**config.mk**
```make
export PLATFORM = sky130hd
export DESIGN_NAME = branch_predict_ctrl_flat
export DESIGN_NICKNAME = d
export VERILOG_FILES = /design/src/rtl/bp_pkg.sv /design/src/rtl/branch_predict_ctrl_if.sv /design/src/rtl/branch_predict_ctrl_bht.sv /design/src/rtl/branch_predict_ctrl.sv /design/src/flat_wrapper.sv
export SDC_FILE = /design/constraint.sdc
export NUM_CORES = 1
export LEC_CHECK = 0
export BUFFER_PORTS_ARGS = -buffer_cell sky130_fd_sc_hd__buf_2
export CORE_MARGIN = 2
export CORE_UTILIZATION = 53
export CTS_CLUSTER_SIZE = 25
export DETAILED_ROUTE_END_ITERATION = 7
export PLACE_DENSITY_LB_ADDON = 0.1
export SYNTH_ARGS = -nofsm -noshare
export SYNTH_HDL_FRONTEND = slang
export SYNTH_SLANG_ARGS = --single-unit
```
**constraint.sdc**
```tcl
create_clock -name clk_i -period 2.8 [get_ports clk_i]
set_input_delay 0.42 -clock clk_i [delete_from_list [all_inputs] [get_ports clk_i]]
set_output_delay 0.42 -clock clk_i [all_outputs]
set_load 0.01 [all_outputs]
```
**src/rtl/bp_pkg.sv**
```systemverilog
// Shared types, constants and the saturating 2-bit counter update
// used by the fetch-side branch predictor.
package bp_pkg;

  typedef logic [1:0] bht_ctr_t;

  localparam bht_ctr_t CTR_SNT = 2'b00;
  localparam bht_ctr_t CTR_WNT = 2'b01;
  localparam bht_ctr_t CTR_WT  = 2'b10;
  localparam bht_ctr_t CTR_ST  = 2'b11;

  localparam int unsigned PC_INC = 4;

  // Move one step toward the resolved direction, sticking at either end.
  function automatic bht_ctr_t sat_update(bht_ctr_t ctr, logic taken);
    if (taken) begin
      return (ctr == CTR_ST) ? CTR_ST : bht_ctr_t'(ctr + 2'd1);
    end
    return (ctr == CTR_SNT) ? CTR_SNT : bht_ctr_t'(ctr - 2'd1);
  endfunction

endpackage

```
**src/rtl/branch_predict_ctrl_if.sv**
```systemverilog
// Decode/execute branch bus between the core pipeline (master) and the
// predictor (slave).
interface branch_predict_ctrl_if #(
  parameter int DW = 32
);
  logic          id_is_branch;
  logic [DW-1:0] id_pc;
  logic [DW-1:0] id_target;
  logic          id_pred_taken;
  logic          ex_is_branch;
  logic          ex_is_jalr;
  logic [DW-1:0] ex_pc;
  logic          ex_pred_taken;
  logic          ex_taken;
  logic [DW-1:0] ex_target;

  modport master (
    output id_is_branch, id_pc, id_target,
    output ex_is_branch, ex_is_jalr, ex_pc, ex_pred_taken, ex_taken, ex_target,
    input  id_pred_taken
  );

  modport slave (
    input  id_is_branch, id_pc, id_target,
    input  ex_is_branch, ex_is_jalr, ex_pc, ex_pred_taken, ex_taken, ex_target,
    output id_pred_taken
  );
endinterface

```
**src/rtl/branch_predict_ctrl_bht.sv**
```systemverilog
// Bimodal history table: array of 2-bit saturating counters with one
// combinational read port (decode) and one training port (execute).
// The read port returns the stored value, so a same-cycle write to the
// same entry is only visible from the next cycle on.
module bht_table
  import bp_pkg::*;
#(
  parameter int ENTRIES = 16,
  parameter int IDX_W   = $clog2(ENTRIES)
) (
  input  logic             clk_i,
  input  logic             rst_ni,
  input  logic [IDX_W-1:0] rd_idx_i,
  output bht_ctr_t         rd_ctr_o,
  input  logic             wr_en_i,
  input  logic [IDX_W-1:0] wr_idx_i,
  input  logic             wr_taken_i
);

  bht_ctr_t ctr_q [ENTRIES];

  assign rd_ctr_o = ctr_q[rd_idx_i];

  // Train the addressed counter; reset returns every entry to weakly not-taken.
  always_ff @(posedge clk_i or negedge rst_ni) begin
    if (!rst_ni) begin
      for (int i = 0; i < ENTRIES; i++) begin
        ctr_q[i] <= CTR_WNT;
      end
    end else if (wr_en_i) begin
      ctr_q[wr_idx_i] <= sat_update(ctr_q[wr_idx_i], wr_taken_i);
    end
  end

endmodule

```
**src/rtl/branch_predict_ctrl.sv**
```systemverilog
// Fetch PC sequencer with bimodal branch prediction. Decode-stage branches
// that hit a taken counter redirect fetch early; execute-stage outcomes
// train the table and repair mispredicts (and JALR) with a full flush.
module branch_predict_ctrl
  import bp_pkg::*;
#(
  parameter int          DW          = 32,
  parameter int          BHT_ENTRIES = 16,
  parameter logic [DW-1:0] RESET_PC  = 32'h0000_0000
) (
  input  logic          clk_i,
  input  logic          rst_ni,
  input  logic          stall_i,
  output logic [DW-1:0] pc_o,
  output logic          flush_if_id_o,
  output logic          flush_id_ex_o,
  output logic [31:0]   branch_cnt_o,
  output logic [31:0]   mispredict_cnt_o,
  branch_predict_ctrl_if.slave bp_if
);

  localparam int IDX_W = $clog2(BHT_ENTRIES);
  localparam logic [31:0] CNT_MAX = 32'hFFFF_FFFF;

  logic [DW-1:0]    pc_q, pc_d;
  logic [31:0]      branch_cnt_q, branch_cnt_d;
  logic [31:0]      mispredict_cnt_q, mispredict_cnt_d;
  logic             flush_if_id_d, flush_id_ex_d;
  logic [IDX_W-1:0] id_idx, ex_idx;
  bht_ctr_t         id_ctr;
  logic             id_pred_taken;
  logic             ex_mispredict, ex_redirect, id_redirect;

  assign id_idx = bp_if.id_pc[IDX_W+1:2];
  assign ex_idx = bp_if.ex_pc[IDX_W+1:2];

  bht_table #(
    .ENTRIES (BHT_ENTRIES)
  ) u_bht (
    .clk_i      (clk_i),
    .rst_ni     (rst_ni),
    .rd_idx_i   (id_idx),
    .rd_ctr_o   (id_ctr),
    .wr_en_i    (bp_if.ex_is_branch),
    .wr_idx_i   (ex_idx),
    .wr_taken_i (bp_if.ex_taken)
  );

  assign id_pred_taken       = bp_if.id_is_branch & id_ctr[1];
  assign bp_if.id_pred_taken = id_pred_taken;

  assign ex_mispredict = bp_if.ex_is_branch & (bp_if.ex_pred_taken != bp_if.ex_taken);
  assign ex_redirect   = ex_mispredict | bp_if.ex_is_jalr;
  // A stalled decode branch must not redirect; it predicts again once released.
  assign id_redirect   = id_pred_taken & ~stall_i;

  // Next-PC select: execute repair beats decode prediction beats stall.
  always_comb begin
    pc_d          = pc_q + DW'(PC_INC);
    flush_if_id_d = 1'b0;
    flush_id_ex_d = 1'b0;
    if (ex_redirect) begin
      flush_if_id_d = 1'b1;
      flush_id_ex_d = 1'b1;
      if (bp_if.ex_is_jalr) begin
        pc_d = {bp_if.ex_target[DW-1:1], 1'b0};
      end else if (bp_if.ex_taken) begin
        pc_d = bp_if.ex_target;
      end else begin
        pc_d = bp_if.ex_pc + DW'(PC_INC);
      end
    end else if (id_redirect) begin
      pc_d          = bp_if.id_target;
      flush_if_id_d = 1'b1;
    end else if (stall_i) begin
      pc_d = pc_q;
    end
  end

  // Saturating performance counters; JALR is neither counted nor trained.
  always_comb begin
    branch_cnt_d     = branch_cnt_q;
    mispredict_cnt_d = mispredict_cnt_q;
    if (bp_if.ex_is_branch && (branch_cnt_q != CNT_MAX)) begin
      branch_cnt_d = branch_cnt_q + 32'd1;
    end
    if (ex_mispredict && (mispredict_cnt_q != CNT_MAX)) begin
      mispredict_cnt_d = mispredict_cnt_q + 32'd1;
    end
  end

  // PC and counter registers.
  always_ff @(posedge clk_i or negedge rst_ni) begin
    if (!rst_ni) begin
      pc_q             <= RESET_PC;
      branch_cnt_q     <= '0;
      mispredict_cnt_q <= '0;
    end else begin
      pc_q             <= pc_d;
      branch_cnt_q     <= branch_cnt_d;
      mispredict_cnt_q <= mispredict_cnt_d;
    end
  end

  assign pc_o             = pc_q;
  // Flushes are combinational, so hold them off while reset is asserted.
  assign flush_if_id_o    = rst_ni & flush_if_id_d;
  assign flush_id_ex_o    = rst_ni & flush_id_ex_d;
  assign branch_cnt_o     = branch_cnt_q;
  assign mispredict_cnt_o = mispredict_cnt_q;

endmodule

```
**src/flat_wrapper.sv**
```systemverilog
// flat-port wrapper written by rule: the top's interface ports become plain ports
module branch_predict_ctrl_flat import bp_pkg::*;
#(
  parameter int          DW          = 32,
  parameter int          BHT_ENTRIES = 16,
  parameter logic [DW-1:0] RESET_PC  = 32'h0000_0000
)
  (clk_i, rst_ni, stall_i, pc_o, flush_if_id_o, flush_id_ex_o, branch_cnt_o, mispredict_cnt_o, bp_if_id_is_branch, bp_if_id_pc, bp_if_id_target, bp_if_ex_is_branch, bp_if_ex_is_jalr, bp_if_ex_pc, bp_if_ex_pred_taken, bp_if_ex_taken, bp_if_ex_target, bp_if_id_pred_taken);
  branch_predict_ctrl_if #(.DW(DW)) bp_if_i ();
  input  logic clk_i;
  input  logic rst_ni;
  input  logic stall_i;
  output logic [DW-1:0] pc_o;
  output logic flush_if_id_o;
  output logic flush_id_ex_o;
  output logic [31:0] branch_cnt_o;
  output logic [31:0] mispredict_cnt_o;
  input wire logic [$bits(bp_if_i.id_is_branch)-1:0] bp_if_id_is_branch;
  input wire logic [$bits(bp_if_i.id_pc)-1:0] bp_if_id_pc;
  input wire logic [$bits(bp_if_i.id_target)-1:0] bp_if_id_target;
  input wire logic [$bits(bp_if_i.ex_is_branch)-1:0] bp_if_ex_is_branch;
  input wire logic [$bits(bp_if_i.ex_is_jalr)-1:0] bp_if_ex_is_jalr;
  input wire logic [$bits(bp_if_i.ex_pc)-1:0] bp_if_ex_pc;
  input wire logic [$bits(bp_if_i.ex_pred_taken)-1:0] bp_if_ex_pred_taken;
  input wire logic [$bits(bp_if_i.ex_taken)-1:0] bp_if_ex_taken;
  input wire logic [$bits(bp_if_i.ex_target)-1:0] bp_if_ex_target;
  output wire logic [$bits(bp_if_i.id_pred_taken)-1:0] bp_if_id_pred_taken;
  assign bp_if_i.id_is_branch = bp_if_id_is_branch;
  assign bp_if_i.id_pc = bp_if_id_pc;
  assign bp_if_i.id_target = bp_if_id_target;
  assign bp_if_i.ex_is_branch = bp_if_ex_is_branch;
  assign bp_if_i.ex_is_jalr = bp_if_ex_is_jalr;
  assign bp_if_i.ex_pc = bp_if_ex_pc;
  assign bp_if_i.ex_pred_taken = bp_if_ex_pred_taken;
  assign bp_if_i.ex_taken = bp_if_ex_taken;
  assign bp_if_i.ex_target = bp_if_ex_target;
  assign bp_if_id_pred_taken = bp_if_i.id_pred_taken;
  branch_predict_ctrl #(.DW(DW), .BHT_ENTRIES(BHT_ENTRIES), .RESET_PC(RESET_PC)) u_core (.clk_i(clk_i), .rst_ni(rst_ni), .stall_i(stall_i), .pc_o(pc_o), .flush_if_id_o(flush_if_id_o), .flush_id_ex_o(flush_id_ex_o), .branch_cnt_o(branch_cnt_o), .mispredict_cnt_o(mispredict_cnt_o), .bp_if(bp_if_i));
endmodule
```
==> results.md <==
- Outcome: finished clean
- DR iter-0 viols: just under 600
- DP Wirelength: 17.2 mm
- Worst setup EP type: output port
- Asr flop ratio synth: 100%
- Multi-input logic area: 4530 um^2
- Sequential element share of the synthesized area: 40.3%
- Setup violators final: 0
- Setup CP Type: flip-flop to output port
- I/O pin cnt: 235
- # port buffers: just over 200
- Initial antenna violation count: 2
- Met2 Use GR: 47.7%
- Largest net degree at the start of global routing: 113
- Initial core utilization: approximately 55%
- Reg clk slew, reported paths: roughly 0.060 ns
- Root Buffer: clkbuf_16
- Placer congestion estimate: slightly above 0.9
- First-pass GRT wire length: 38.2 mm
- Reg2reg path depth: 7
- Final hold vios: 0
- Vias/cell: roughly 5.9
- Maximum clock skew at final layout: 0.00986 ns
- M3 GR Usage: 5.40%
- Post-Syn Area: 7990 um^2
- Crit path launch: u_core.u_bht.ctr_q[11]
- Count leader, synth: dfrtp_1
- CTS sink cnt: 128
- Die ar.: between 15,000 and 20,000 um^2
- Synth Flop Type: dfrtp_1
- Highest attainable clock frequency: 384 MHz
- Residual DRC: 0
- Area leader, netlist: dfrtp_1
- Critical Path Source Type: flip-flop
- Synth top cells by count: 112 x dfrtp_1, 94 x nand2_1, 89 x nor2_1, 64 x xnor2_1, 63 x nand3_1
- Max-cap violations: 0
- Yosys cell types: 62
- Layout cell share with drive strength beyond 1: 28.7%
- CTS Buf Count: 17
- Hold Path Depth: 3
- Final instance area: around 10,000 um^2
- Core Box Area: 14,600 um^2
- Util after Layout: roughly two thirds
- TritonCTS clock tree: built
- Post-CTS sizing: 0
- Worst R2R Start: u_core.pc_o[3]
- Pins Over Slew Limit: 0
- Area contributors post-synth: dfrtp_1 35%, xnor2_1 7.0%, dfstp_2 5.3%
- Max-slew headroom: 50.2%
- Placement Cell Area: 9350 um^2
- Mapped Nets: 1,022
- GR Util met1: about 40%
- Register bit total from synthesis: 128
- Initial DRT Pass Iterations: 5
- Worst Path Required: 2.38 ns
- LEAKAGE: approximately 0.0045 uW
- Row cnt: 44
- Vias in the first global route: 7,415
- Area share of the largest cell type after synthesis: 35.1%
- DIE HEIGHT: 127 um
- GRT Max-Usage Layer: met2
- Syn avg cell area: 9.09 um^2
- Antenna-violating nets left: 0
- Drt wl/cell: between 15 and 20 um
- RSZ-0062 raised after global routing: no
- Tmin final: 2.61 ns
- WP data arrival: 2.19 ns
- Clock latency on the worst-skew pair: 0.42 ns
- DR vias: 7,649
- H-tree levels: 4
- Hold Path Origin: bp_if_id_target[28]
- CTS max path bufs: 2
- Overall routing resource usage: between 20 and 30%
- Maximum VDD drop: ~0.43 mV
- CP max FO: 24
- Register area: 3220 um^2
- Worst hold path type: input port to flip-flop
- Slew at the pin closest to its max-slew limit: 0.741 ns
- Post-synth EDFFs: 0
- Synth Instances: 879
- Overflow after GRT: 0
- # nets final: between 1k and 1.5k
- Setup TNS after final layout: 0 ns
- Setup Fix Bufs, Post-CTS: 0
- Die width: around 130 um
- Layout fillers: 1,232
- Area growth from synthesis to layout: 25.4%
- Pwr/cell area: 651 nW/um^2
- Final WL: approximately 23 mm
- Final period utilization: roughly 93%
- Synth warnings: 0
==> final cells by class <==
cell class,count,area share (%)
tap,184,2.30
clock buffer,19,4.42
sequential,128,32.2
clock inverter,13,2.11
timing repair buffer,239,12.9
multi-input combinational,690,45.2
inverter,22,0.824
antenna,3,0.0749
==> where the power goes <==
| part | switching (uW) | internal, uW |
|---|---|---|
| registers | 363 | 2210 |
| logic | 824 | 665 |
| clock network | 856 | 1610 |
==> registers in the layout, indices dropped and copies added (netlist names) <==
name / cells
u_core.pc_o: 32
u_core.branch_cnt_o: 32
u_core.u_bht.ctr_q: 32
u_core.mispredict_cnt_o: 32
==> worst paths after layout <==
kind / slack, ns / endpoint
min reg2reg: 0.47 / u_core.u_bht.ctr_q[2]
min: 0.28 / u_core.pc_o[28]
max in group asynchronous: 1.48 / u_core.mispredict_cnt_o[26]
max reg2reg: 0.34 / u_core.pc_o[22]
max: 0.19 / bp_if_id_pred_taken
min in group asynchronous: 0.43 / u_core.pc_o[23]
==> critical path, stage by stage (launching register included) <==
cell and delay [ns]:
dfrtp_1 0.41, mux2i_1 0.18, nor3b_1 0.08, o311ai_2 0.45, nand2_2 0.15, buf_4 0.29
buf_2 0.19
==> metal layers <==
metal  share of wire, %  vias to the layer above
met5              0.030                        -
met3                7.9                       60
met1                 42                     3592
met4                2.9                        2
met2                 47                      375
li1                   -                     3620
==> stage by stage <==
stage	hold WS, ns	power (uW)	std cells	setup WS (ns)
after global routing	0.314	6850	1296	0.0505
after global placement	0.323	4030	1262	0.207
after floorplan	0.124	3450	879	0.576
after detailed placement	0.323	4070	1262	0.159
after CTS	0.276	6540	1295	0.195
final	0.279	6530	1298	0.194
==> placed cells by master (no fill, tap or decap), types with 11 or more instances in the layout <==
cell type  instances
buf_4             32
a21oi_1           31
a211oi_1          16
dfstp_2           16
xnor2_1           64
dfrtp_1          112
clkbuf_16         17
xor2_1            44
mux2i_1           32
o21ai_0           28
inv_1             22
a31oi_1           12
nand2_1           94
nor3_1            34
o21ai_2           11
nand3_1           63
nor2_1            88
and3_1            17
buf_2            205
nand4_1           35
==> cells by family (layout without fill, tap and decap cells) <==
group           after synthesis  count (layout)  share of synthesized area, %
buf+inv                      61             293                          3.21
fa+ha+maj                     9               9                          1.38
flops                       128             128                          40.3
mux                          44              44                          7.01
other cells                   0               3                             0
compound gates              145             145                          12.7
xor+xnor                    108             108                          11.8
simple gates                384             384                          23.6
==> what timing repair did <==
action | 4_1_cts | 5_1_grt
endpoints found under the hold margin | 16 | 0
hold buffers | 1 | 0
endpoints found under the setup margin | 0 | 0
Power figures use the tool's default switching activity.
